File: src/rtl/spigot_digit_sink_pkg.sv
// Shared types and constants for the spigot digit sink: digit width, the pi
// reference digits and the stream checker state encoding.
package spigot_pkg;

    localparam int DIGIT_W = 4;
    localparam int PI_LEN  = 32;

    localparam logic [DIGIT_W-1:0] PI_DIGITS [PI_LEN] = '{
        4'd3, 4'd1, 4'd4, 4'd1, 4'd5, 4'd9, 4'd2, 4'd6,
        4'd5, 4'd3, 4'd5, 4'd8, 4'd9, 4'd7, 4'd9, 4'd3,
        4'd2, 4'd3, 4'd8, 4'd4, 4'd6, 4'd2, 4'd6, 4'd4,
        4'd3, 4'd3, 4'd8, 4'd3, 4'd2, 4'd7, 4'd9, 4'd5
    };

    typedef enum logic [1:0] {
        IDLE  = 2'd0,
        CHECK = 2'd1,
        PASS  = 2'd2,
        FAIL  = 2'd3
    } chk_state_e;

    // A BCD digit above nine is an illegal code.
    function automatic logic is_bad_digit(input logic [DIGIT_W-1:0] d);
        return (d > 4'd9);
    endfunction

endpackage

File: src/rtl/spigot_digit_sink_if.sv
// Digit stream handshake (producer side) and FIFO read port (reader side).
// master = producer/reader, slave = the sink.
interface spigot_digit_sink_if;

    logic                          in_valid;
    logic [spigot_pkg::DIGIT_W-1:0] in_digit;
    logic                          in_ready;
    logic                          rd_en;
    logic                          rd_valid;
    logic [spigot_pkg::DIGIT_W-1:0] rd_data;

    modport master (
        output in_valid, in_digit, rd_en,
        input  in_ready, rd_valid, rd_data
    );

    modport slave (
        input  in_valid, in_digit, rd_en,
        output in_ready, rd_valid, rd_data
    );

endinterface

File: src/rtl/spigot_digit_sink_fifo.sv
// Synchronous first-word-fall-through FIFO; head entry is visible on rdata
// whenever not empty. Pointers carry one extra wrap bit.
module spigot_sink_fifo #(
    parameter int DEPTH = 8,
    parameter int W     = 4
) (
    input  logic         clk,
    input  logic         rst_n,
    input  logic         push,
    input  logic         pop,
    input  logic [W-1:0] wdata,
    output logic [W-1:0] rdata,
    output logic         full,
    output logic         empty
);

    localparam int          AW      = $clog2(DEPTH);
    localparam logic [AW:0] PTR_ONE = {{AW{1'b0}}, 1'b1};

    logic [AW:0]  wr_ptr_q, wr_ptr_d;
    logic [AW:0]  rd_ptr_q, rd_ptr_d;
    logic [W-1:0] mem_q [DEPTH];
    logic [W-1:0] mem_d [DEPTH];
    logic         do_push_s;
    logic         do_pop_s;

    assign empty     = (wr_ptr_q == rd_ptr_q);
    assign full      = (wr_ptr_q[AW] != rd_ptr_q[AW]) &&
                       (wr_ptr_q[AW-1:0] == rd_ptr_q[AW-1:0]);
    assign do_push_s = push & ~full;
    assign do_pop_s  = pop & ~empty;
    assign rdata     = mem_q[rd_ptr_q[AW-1:0]];

    // Next storage contents and pointer values.
    always_comb begin
        mem_d    = mem_q;
        wr_ptr_d = wr_ptr_q;
        rd_ptr_d = rd_ptr_q;
        if (do_push_s) begin
            mem_d[wr_ptr_q[AW-1:0]] = wdata;
            wr_ptr_d                = wr_ptr_q + PTR_ONE;
        end else begin
            wr_ptr_d = wr_ptr_q;
        end
        if (do_pop_s) begin
            rd_ptr_d = rd_ptr_q + PTR_ONE;
        end else begin
            rd_ptr_d = rd_ptr_q;
        end
    end

    // Storage and pointer registers; reset clears every entry.
    always_ff @(posedge clk or negedge rst_n) begin
        if (!rst_n) begin
            wr_ptr_q <= '0;
            rd_ptr_q <= '0;
            for (int i = 0; i < DEPTH; i++) begin
                mem_q[i] <= '0;
            end
        end else begin
            wr_ptr_q <= wr_ptr_d;
            rd_ptr_q <= rd_ptr_d;
            mem_q    <= mem_d;
        end
    end

endmodule

File: src/rtl/spigot_digit_sink.sv
// Spigot digit sink: handshake front end, FWFT buffer, saturating digit count,
// sticky illegal-code flag. Optional pi checker under SPIGOT_CHECK_EN.
module spigot_digit_sink
    import spigot_pkg::*;
#(
    parameter int DEPTH = 8,
    parameter int CNT_W = 16
) (
    input  logic                 clk,
    input  logic                 rst_n,
    input  logic                 ena,
    spigot_digit_sink_if.slave   io,
    output logic [CNT_W-1:0]     digit_count,
    output logic                 bad_digit
`ifdef SPIGOT_CHECK_EN
    ,
    output logic                 chk_pass,
    output logic                 chk_fail,
    output logic [4:0]           chk_index
`endif
);

    localparam logic [CNT_W-1:0] CNT_ONE = {{(CNT_W-1){1'b0}}, 1'b1};

    logic               full_s;
    logic               empty_s;
    logic               accept_s;
    logic               pop_s;
    logic [DIGIT_W-1:0] head_s;
    logic [CNT_W-1:0]   count_q, count_d;
    logic               bad_q, bad_d;

    // No pass-through: readiness depends only on occupancy.
    assign io.in_ready = ena & ~full_s;
    assign accept_s    = io.in_valid & ena & ~full_s;
    assign pop_s       = ena & io.rd_en & ~empty_s;
    assign io.rd_valid = ~empty_s;
    assign io.rd_data  = head_s;
    assign digit_count = count_q;
    assign bad_digit   = bad_q;

    spigot_sink_fifo #(
        .DEPTH (DEPTH),
        .W     (DIGIT_W)
    ) u_fifo (
        .clk   (clk),
        .rst_n (rst_n),
        .push  (accept_s),
        .pop   (pop_s),
        .wdata (io.in_digit),
        .rdata (head_s),
        .full  (full_s),
        .empty (empty_s)
    );

    // Saturating accept counter and sticky illegal-code flag.
    always_comb begin
        count_d = count_q;
        bad_d   = bad_q;
        if (accept_s && (count_q != {CNT_W{1'b1}})) begin
            count_d = count_q + CNT_ONE;
        end else begin
            count_d = count_q;
        end
        if (accept_s && is_bad_digit(io.in_digit)) begin
            bad_d = 1'b1;
        end else begin
            bad_d = bad_q;
        end
    end

    always_ff @(posedge clk or negedge rst_n) begin
        if (!rst_n) begin
            count_q <= '0;
            bad_q   <= 1'b0;
        end else begin
            count_q <= count_d;
            bad_q   <= bad_d;
        end
    end

`ifdef SPIGOT_CHECK_EN
    chk_state_e state_q, state_d;
    logic [4:0] idx_q, idx_d;
    logic       pass_q, pass_d;
    logic       fail_q, fail_d;
    logic       match_s;
    logic       active_s;

    // IDLE holds index 0, so the first accepted digit is compared immediately.
    assign match_s   = (io.in_digit == PI_DIGITS[idx_q]);
    assign active_s  = (state_q == IDLE) || (state_q == CHECK);
    assign chk_pass  = pass_q;
    assign chk_fail  = fail_q;
    assign chk_index = idx_q;

    // Checker state register with its registered outputs.
    always_ff @(posedge clk or negedge rst_n) begin
        if (!rst_n) begin
            state_q <= IDLE;
            idx_q   <= 5'd0;
            pass_q  <= 1'b0;
            fail_q  <= 1'b0;
        end else begin
            state_q <= state_d;
            idx_q   <= idx_d;
            pass_q  <= pass_d;
            fail_q  <= fail_d;
        end
    end

    // Next-state logic; PASS and FAIL are absorbing.
    always_comb begin
        state_d = state_q;
        case (state_q)
            IDLE, CHECK: begin
                if (!accept_s) begin
                    state_d = state_q;
                end else if (!match_s) begin
                    state_d = FAIL;
                end else if (idx_q == 5'd31) begin
                    state_d = PASS;
                end else begin
                    state_d = CHECK;
                end
            end
            PASS:    state_d = PASS;
            FAIL:    state_d = FAIL;
            default: state_d = IDLE;
        endcase
    end

    // Output logic; the index freezes on a mismatch and stays at 31 on pass.
    always_comb begin
        idx_d  = idx_q;
        pass_d = (state_d == PASS);
        fail_d = (state_d == FAIL);
        if (active_s && accept_s && match_s && (idx_q != 5'd31)) begin
            idx_d = idx_q + 5'd1;
        end else begin
            idx_d = idx_q;
        end
    end
`endif

endmodule

File: src/flat_wrapper.sv
// flat-port wrapper written by rule: the top's interface ports become plain ports
module spigot_digit_sink_flat import spigot_pkg::*;
#(
    parameter int DEPTH = 8,
    parameter int CNT_W = 16
)
  (clk, rst_n, ena, digit_count, bad_digit, io_in_valid, io_in_digit, io_rd_en, io_in_ready, io_rd_valid, io_rd_data);
  spigot_digit_sink_if io_i ();
  input  logic clk;
  input  logic rst_n;
  input  logic ena;
  output logic [CNT_W-1:0] digit_count;
  output logic bad_digit;
  input wire logic [$bits(io_i.in_valid)-1:0] io_in_valid;
  input wire logic [$bits(io_i.in_digit)-1:0] io_in_digit;
  input wire logic [$bits(io_i.rd_en)-1:0] io_rd_en;
  output wire logic [$bits(io_i.in_ready)-1:0] io_in_ready;
  output wire logic [$bits(io_i.rd_valid)-1:0] io_rd_valid;
  output wire logic [$bits(io_i.rd_data)-1:0] io_rd_data;
  assign io_i.in_valid = io_in_valid;
  assign io_i.in_digit = io_in_digit;
  assign io_i.rd_en = io_rd_en;
  assign io_in_ready = io_i.in_ready;
  assign io_rd_valid = io_i.rd_valid;
  assign io_rd_data = io_i.rd_data;
  spigot_digit_sink #(.DEPTH(DEPTH), .CNT_W(CNT_W)) u_core (.clk(clk), .rst_n(rst_n), .ena(ena), .io(io_i), .digit_count(digit_count), .bad_digit(bad_digit));
endmodule
File: config.mk
export PLATFORM = sky130hd
export DESIGN_NAME = spigot_digit_sink_flat
export DESIGN_NICKNAME = d
export VERILOG_FILES = /design/src/rtl/spigot_digit_sink_pkg.sv /design/src/rtl/spigot_digit_sink_if.sv /design/src/rtl/spigot_digit_sink_fifo.sv /design/src/rtl/spigot_digit_sink.sv /design/src/flat_wrapper.sv
export SDC_FILE = /design/constraint.sdc
export NUM_CORES = 1
export LEC_CHECK = 0
export CORE_MARGIN = 2
export CORE_UTILIZATION = 55
export DETAILED_ROUTE_END_ITERATION = 12
export PLACE_DENSITY = 0.87
export SYNTH_ARGS = -nofsm -noshare
export SYNTH_HDL_FRONTEND = slang
export SYNTH_SLANG_ARGS = --single-unit
File: constraint.sdc
create_clock -name clk -period 2.3 [get_ports clk]
set_input_delay 0.46 -clock clk [delete_from_list [all_inputs] [get_ports clk]]
set_output_delay 0.46 -clock clk [all_outputs]
set_load 0.02 [all_outputs]
==> results of run 1 <==
## where the power goes
| part | switching [W] | leakage [nW] | internal (W) | total (W) |
|---|---|---|---|---|
| clock network | 0.000393 | 0.102 | 0.000521 | 0.000914 |
| registers | 0.000327 | 0.709 | 0.00140 | 0.00173 |
| logic | 0.000787 | 0.651 | 0.00103 | 0.00181 |
## worst reg2reg max path: cells and delay by family (launching register included)
family | cells | cell delay, ns
AO/OA/AOI/OAI | 1 | 0.31
XOR/XNOR | 1 | 0.16
buffers and inverters | 2 | 0.32
flip-flops | 1 | 0.40
multiplexers | 1 | 0.33
AND/OR/NAND/NOR | 1 | 0.59
## what timing repair did
action / in CTS / in global routing
gates cloned: 0 / 0
hold buffers: 0 / 0
gates resized for setup: 20 / 1
buffers inserted: 0 / 0
endpoints found under the setup margin: 6 / 4
pin swaps: 0 / 0
## flip-flops by register name, summed over array words and instances, names as in the netlist
signal	cells
u_core.bad_digit	1
u_core.u_fifo.rd_ptr_q	4
u_core.u_fifo.mem_q	32
u_core.u_fifo.wr_ptr_q	4
u_core.digit_count	16
## cells in the final DEF, fill, tap and decap left out, types with 6 or more instances in the layout
master and count:
nand2_1 10, mux2_2 31, nand4_1 10, dfrtp_1 56, nor2_1 6, buf_4 12, clkdlybuf4s50_1 24, nor3_1 6
mux4_2 8, xor2_1 7, clkbuf_8 10, xnor2_1 15, nand3_1 10
## how the worst max path moves through the flow
stage / startpoint / to / slack, ns / cells after the start
floorplan: u_core.u_fifo.rd_ptr_q[0] / io_rd_data[0] / 0.33 / 3
global placement: ena / u_core.u_fifo.mem_q[21] / -0.01 / 5
detailed placement: ena / u_core.u_fifo.mem_q[22] / -0.04 / 5
CTS: u_core.u_fifo.rd_ptr_q[0] / io_rd_data[3] / 0.03 / 4
global route: u_core.u_fifo.rd_ptr_q[0] / io_rd_data[0] / -0.01 / 4
finish: u_core.u_fifo.rd_ptr_q[0] / io_rd_data[0] / 0.04 / 4
## through the flow
step	power, W	setup TNS (ns)
4_1_cts	0.00448	0
6_report	0.00445	0
2_1_floorplan	0.00296	0
3_3_place_gp	0.00355	-0.0515
3_5_place_dp	0.00362	-0.193
5_1_grt	0.00472	-0.0330
## cell type report
type                    count  area share (%)
clock inverters             6            1.69
flip-flops and latches     57            41.9
multi-input cells         138            37.5
well taps                  67            2.46
repair buffers             44            12.0
inverters                   3           0.331
clock buffers              10            4.04
## kinds of logic (layout without fill, tap and decap cells)
kind of cell | Yosys count | in the layout
adder cells (fa/ha/maj) | 3 | 3
buffers and inverters | 12 | 63
AND/OR/NAND/NOR | 56 | 56
multiplexers | 47 | 47
flip-flops | 57 | 57
XOR/XNOR | 24 | 24
AO/OA/AOI/OAI | 8 | 8
## synth_stat cells, types with 2 or more instances
cell type | instances | area [um2]
a21oi_1 | 2 | 10.0
nand2_1 | 10 | 37.5
nand4_1 | 10 | 62.6
inv_1 | 3 | 11.3
nor2_1 | 6 | 22.5
and4b_1 | 2 | 20.0
mux2_4 | 4 | 60.1
a41oi_1 | 2 | 17.5
dfrtp_1 | 57 | 1430
xor2_1 | 7 | 61.3
mux2_1 | 4 | 45.0
or4b_4 | 2 | 27.5
clkbuf_1 | 2 | 7.51
nand3_1 | 10 | 50.1
xnor2_1 | 16 | 140
nor3_1 | 6 | 30.0
mux2_2 | 31 | 349
ha_1 | 3 | 37.5
buf_2 | 6 | 30.0
nor4_1 | 2 | 12.5
mux4_2 | 8 | 180
## per-layer routing
metal	global-route usage (%)	up-vias	part of all wire, %
li1	-	860	-
met1	30.6	953	45
met2	35.8	38	49
met3	6.16	9	3.6
met4	10.7	0	1.8
met5	0	-	0
==> results.tsv, run 1 <==
stage	metric	value	unit
status	outcome	finished clean	
yosys	Synth Area per Inst	13.3	um2
placed_design	placed cell count	309	
sta	Final period util	98.3	%
placed_design	Final HPWL DP	3.87	mm
sta	Setup WS post-layout	0.0394	ns
cells_and_area	share of cells above drive strength 1	32.2	%
sta	Final Critical Period	2.26	ns
die	die width	74.8	um
worst_setup_path	crit path DAT	1.80	ns
clocking	clock tree from TritonCTS	yes	
worst_setup_path	flop-to-flop setup slack	0.08	ns
detailed_routing	drt total wl	5.43	mm
grt	total grt overflow	0	
run	max cap viols	0	
yosys	Post-Synth Adder-Cell Area	1.36	%
worst_setup_path	Worst Setup Start Kind	register	
detailed_routing	Remaining DRCs	0	
grt	initial antenna violation count	0	
detailed_routing	DRT Pass-1 Iters	5	
worst_setup_path	worst r2r src	u_core.u_fifo.rd_ptr_q[0]	
yosys	sequential fraction of the synthesis area	51.7	%
cells_and_area	# fillers	317	
cells_and_area	Area Overhead vs Synth	23.5	%
worst_setup_path	worst-path fanout max	9	
sta	WHS	0.108	ns
grt	gr usage total	23.0	%
clocking	clk slew on worst S/H paths	0.06	ns
grt	first-pass GRT wire length	9.24	mm
die	Die ar.	5590	um2
worst_setup_path	CP Cell Sequence	buf_12 -> mux4_2 -> mux2_2 -> buf_4	
die	core box area	4790	um2
yosys	largest family of logic cells by synthesized area	multiplexers	
cells_and_area	# nets final	265	
placed_design	Place WS	-0.0370	ns
die	Ports	32	
sta	Worst-Margin Slew	0.566	ns
sta	f_max	0.442	GHz
detailed_routing	number of DRC markers in iteration 0	122	
clocking	Clock Latency Late Sink	0.34	ns
cells_and_area	register area	1430	um2
worst_setup_path	CP delay by family, top	multiplexers	
yosys	Syn Nets	219	
worst_setup_path	capture point of the worst reg-to-reg path	u_core.u_fifo.mem_q[22]	
sta	Setup violations, final	0	
yosys	Synth Area in XOR/XNOR	7.90	%
worst_setup_path	CP Buf/Inv Count	2	
power	P per Cell Area	1310	nW/um2
cells_and_area	Non-Filler Instances	325	
detailed_routing	Routed WL per cell	16.7	um
die	Initial Util	57.6	%
power	worst IR drop on VDD	722	uV
sta	RSZ-0062 raised after global routing	yes	
worst_setup_path	critical path's slowest cell	mux4_2	
yosys	Post-synth EDFFs	0	
grt	vias in the first global route	1892	
yosys	complex-gate fraction of the synthesized area	2.04	%
worst_setup_path	worst reg2reg path depth	6	
yosys	distinct cell type count after synthesis	35	
yosys	Simple-Gate Fraction of Synth Area	11.8	%
power	static leakage	1.46	nW
detailed_routing	Final ANT Viol Nets	0	
worst_setup_path	CP Class	reg2out	
cells_and_area	Core Util, Final	71.1	%
worst_setup_path	crit-path max cell delay	0.50	ns
placed_design	I/O Buffers	31	
cells_and_area	area of the multi-input gates	1280	um2
sta	Layout Skew	0.00874	ns
yosys	post-synthesis instance total	207	
clocking	CTS Buf Count	9	
yosys	Ys Warns	0	
yosys	Main synth FF type	dfrtp_1	
sta	Max Slew Vio Count	0	
die	Rows	25	
worst_setup_path	Worst setup EP type	output port	
clocking	H-tree depth	3	
yosys	share of synthesized registers carrying an async set or reset	100	%
grt	largest net degree at the start of global routing	34	
clocking	worst-case clock buffer depth	2	
clocking	clk sinks	57	
cells_and_area	Post-Layout Inst Area	3400	um2
die	die span in y	74.8	um
worst_setup_path	Worst Path Required	1.84	ns
yosys	area of the mapped netlist	2760	um2
cells_and_area	Ant. Diodes	0	
placed_design	gpl congestion	0.809	
yosys	Synth Register Bits	57	
detailed_routing	Vias/cell	5.72	
sta	Final Hold Vio Count	0	
hold_path	HP Class	in2async	
placed_design	Area after DPL	3220	um2
yosys	post-synthesis mux area share	23.0	%
sta	Max transition margin	62.3	%
detailed_routing	vias post-DR	1860	
clocking	Root Buffer	clkbuf_8	
No activity file was read; power rests on OpenSTA's default activity.
==> inputs of run 2 (changes only) <==
--- a/config.mk
+++ b/config.mk
@@ -5,7 +5,6 @@
 export SDC_FILE = /design/constraint.sdc
 export NUM_CORES = 1
 export LEC_CHECK = 0
-export CORE_MARGIN = 2
 export CORE_UTILIZATION = 55
 export DETAILED_ROUTE_END_ITERATION = 12
 export PLACE_DENSITY = 0.87
==> run 2 against run 1 <==
Effect of this change: design area rose by 2.2%; wire length is 8.2% higher; clock-buffer cell count is 4 higher; critical endpoint unchanged; largest cell class unchanged.
==> results.tsv, run 2 (synthesis gave the netlist of run 1 again) <==
stage	metric	value	unit	change
placed_design	placed cell count	311		+0.65%
cells_and_area	Core Util, Final	72.7	%	+1.6 points
die	die width	72.8	um	-2.7%
power	worst IR drop on VDD	848	uV	+17%
clocking	CTS Buf Count	9		unchanged
worst_setup_path	worst reg2reg path depth	8		+2
sta	Max transition margin	70.6	%	+8.3 points
detailed_routing	DRT Pass-1 Iters	4		-1
worst_setup_path	worst r2r src	u_core.u_fifo.rd_ptr_q[0]		
grt	vias in the first global route	1947		+2.9%
detailed_routing	DR WL met2	3.12	mm	+16%
hold_path	HP Class	in2async		
cells_and_area	Non-Filler Instances	327		+0.62%
cells_and_area	Ant. Diodes	0		unchanged
placed_design	I/O Buffers	31		unchanged
clocking	clk slew on worst S/H paths	0.07	ns	about the same
clocking	H-tree depth	3		unchanged
sta	TNS Setup	0	ns	unchanged
sta	Setup violations, final	0		unchanged
sta	Layout Skew	0.0111	ns	+0.00235 ns
status	outcome	finished clean		
grt	gr usage total	25.5	%	+2.4 points
die	Ports	32		unchanged
die	Die ar.	5300	um2	-5.3%
worst_setup_path	Worst Path Required	1.84	ns	about the same
clocking	Clock Latency Late Sink	0.33	ns	about the same
grt	initial antenna violation count	0		unchanged
detailed_routing	drt total wl	5.88	mm	+8.2%
clocking	worst-case clock buffer depth	2		unchanged
sta	Final Hold Vio Count	0		unchanged
cells_and_area	# fillers	338		+6.6%
detailed_routing	top routing layer used	met4		
run	max cap viols	0		unchanged
clocking	Post-CTS Hold Fix Bufs	0		unchanged
worst_setup_path	flop-to-flop setup slack	0.10	ns	+0.02 ns
cells_and_area	Area Overhead vs Synth	26.2	%	
detailed_routing	vias post-DR	1878		+0.97%
cells_and_area	Top reg by flops	u_core.u_fifo.mem_q		
sta	Max Slew Vio Count	0		unchanged
detailed_routing	met3 wire length	139	um	-29%
die	core box area	4790	um2	unchanged
power	P per Cell Area	1380	nW/um2	+5.3%
sta	Final period util	99.3	%	+0.97 points
sta	WHS	0.113	ns	+0.00472 ns
sta	RSZ-0062 raised after global routing	yes		
detailed_routing	Routed WL per cell	18.0	um	+7.6%
cells_and_area	max FFs per register	32		unchanged
grt	total grt overflow	0		unchanged
cells_and_area	area of the multi-input gates	1290	um2	+0.88%
cells_and_area	# nets final	267		+0.75%
clocking	clk sinks	57		unchanged
worst_setup_path	Worst Setup Start Kind	register		
detailed_routing	number of DRC markers in iteration 0	117		-4.1%
clocking	clock tree from TritonCTS	yes		
cells_and_area	leading cell type in the layout, fill and taps excluded	dfrtp_1		
grt	largest net degree at the start of global routing	58		+71%
sta	f_max	0.438	GHz	-0.97%
power	static leakage	1.50	nW	+2.6%
cells_and_area	register area	1430	um2	about the same
detailed_routing	Final ANT Viol Nets	0		unchanged
worst_setup_path	worst-path fanout max	5		-4
die	Rows	25		unchanged
detailed_routing	Vias/cell	5.74		+0.35%
worst_setup_path	capture point of the worst reg-to-reg path	u_core.u_fifo.mem_q[7]		
die	Initial Util	57.6	%	unchanged
worst_setup_path	crit path DAT	1.82	ns	+0.02 ns
sta	Worst-Margin Slew	0.435	ns	-0.130 ns
worst_setup_path	Worst setup EP type	output port		
placed_design	Final HPWL DP	3.88	mm	+0.34%
detailed_routing	Remaining DRCs	0		unchanged
clocking	Root Buffer	clkbuf_8		
cells_and_area	share of cells above drive strength 1	31.5	%	-0.63 points
sta	Final Critical Period	2.28	ns	+0.0222 ns
cells_and_area	most frequent cells in the layout	dfrtp_1 (57), mux2_2 (28), clkdlybuf4s50_1 (24)		
grt	first-pass GRT wire length	9.76	mm	+5.7%
die	die span in y	72.8	um	-2.7%
placed_design	gpl congestion	0.744		-8.0%
detailed_routing	WL met1	2.50	mm	+1.6%
worst_setup_path	CP Class	reg2out		
## run 2: cell count changes in the layout (fill, tap and decap cells not counted), sizes merged
cell / before / now
clkinv: 4 / 1
clkinvlp: 1 / 0
buf: 18 / 20
clkbuf: 10 / 14
## run 2: per-layer routing
metal	global-route usage, %	up-vias
met1	31.1	978
met4	10.9	0
met3	5.94	11
met5	0	-
li1	-	855
met2	43.4	34
## run 2: final cells by class
type                            count  area share (%)
Clock buffer                       14            4.96
Clock inverter                      2            1.01
Inverter                            3           0.324
Multi-Input combinational cell    138            37.0
Sequential cell                    57            41.0
Tap cell                           67            2.41
Timing Repair Buffer               46            13.3
## run 2: repair_timing
action                                  in CTS  in global routing
resized for setup                           18                 13
pin swaps                                    0                  1
setup buffers                                0                  0
endpoints found under the setup margin       6                  8
## run 2: how the worst max path moves through the flow
stage                                    startpoint                 endpoint  slack, ns  cells past startpoint
final                     u_core.u_fifo.rd_ptr_q[0]            io_rd_data[0]       0.02                      4
after global routing      u_core.u_fifo.rd_ptr_q[0]            io_rd_data[0]      -0.02                      4
after CTS                 u_core.u_fifo.rd_ptr_q[0]            io_rd_data[3]      -0.09                      4
after detailed placement                        ena  u_core.u_fifo.mem_q[15]      -0.02                      5
after global placement                          ena  u_core.u_fifo.mem_q[23]     -0.002                      5
after floorplan           u_core.u_fifo.rd_ptr_q[0]            io_rd_data[0]       0.33                      3
## run 2: power by group
| part | switching, W | leakage [nW] | internal, W |
|---|---|---|---|
| sequential | 0.000298 | 0.710 | 0.00140 |
| combinational | 0.000909 | 0.683 | 0.00121 |
| clock | 0.000393 | 0.107 | 0.000589 |
| total | 0.00160 | 1.50 | 0.00319 |
## run 2: critical path: stages, from the launching register on
cell	delay (ns)
dfrtp_1	0.41
buf_12	0.14
mux4_2	0.52
mux2_4	0.29
buf_6	0.13
## run 2: stage by stage
step | instance area (um2) | setup slack (ns) | total power (W)
final | 3480 | 0.0171 | 0.00479
after global routing | 3480 | -0.0212 | 0.00504
after CTS | 3450 | -0.0913 | 0.00466
after detailed placement | 3250 | -0.0190 | 0.00372
after global placement | 3250 | -0.00210 | 0.00362
after floorplan | 2760 | 0.330 | 0.00296
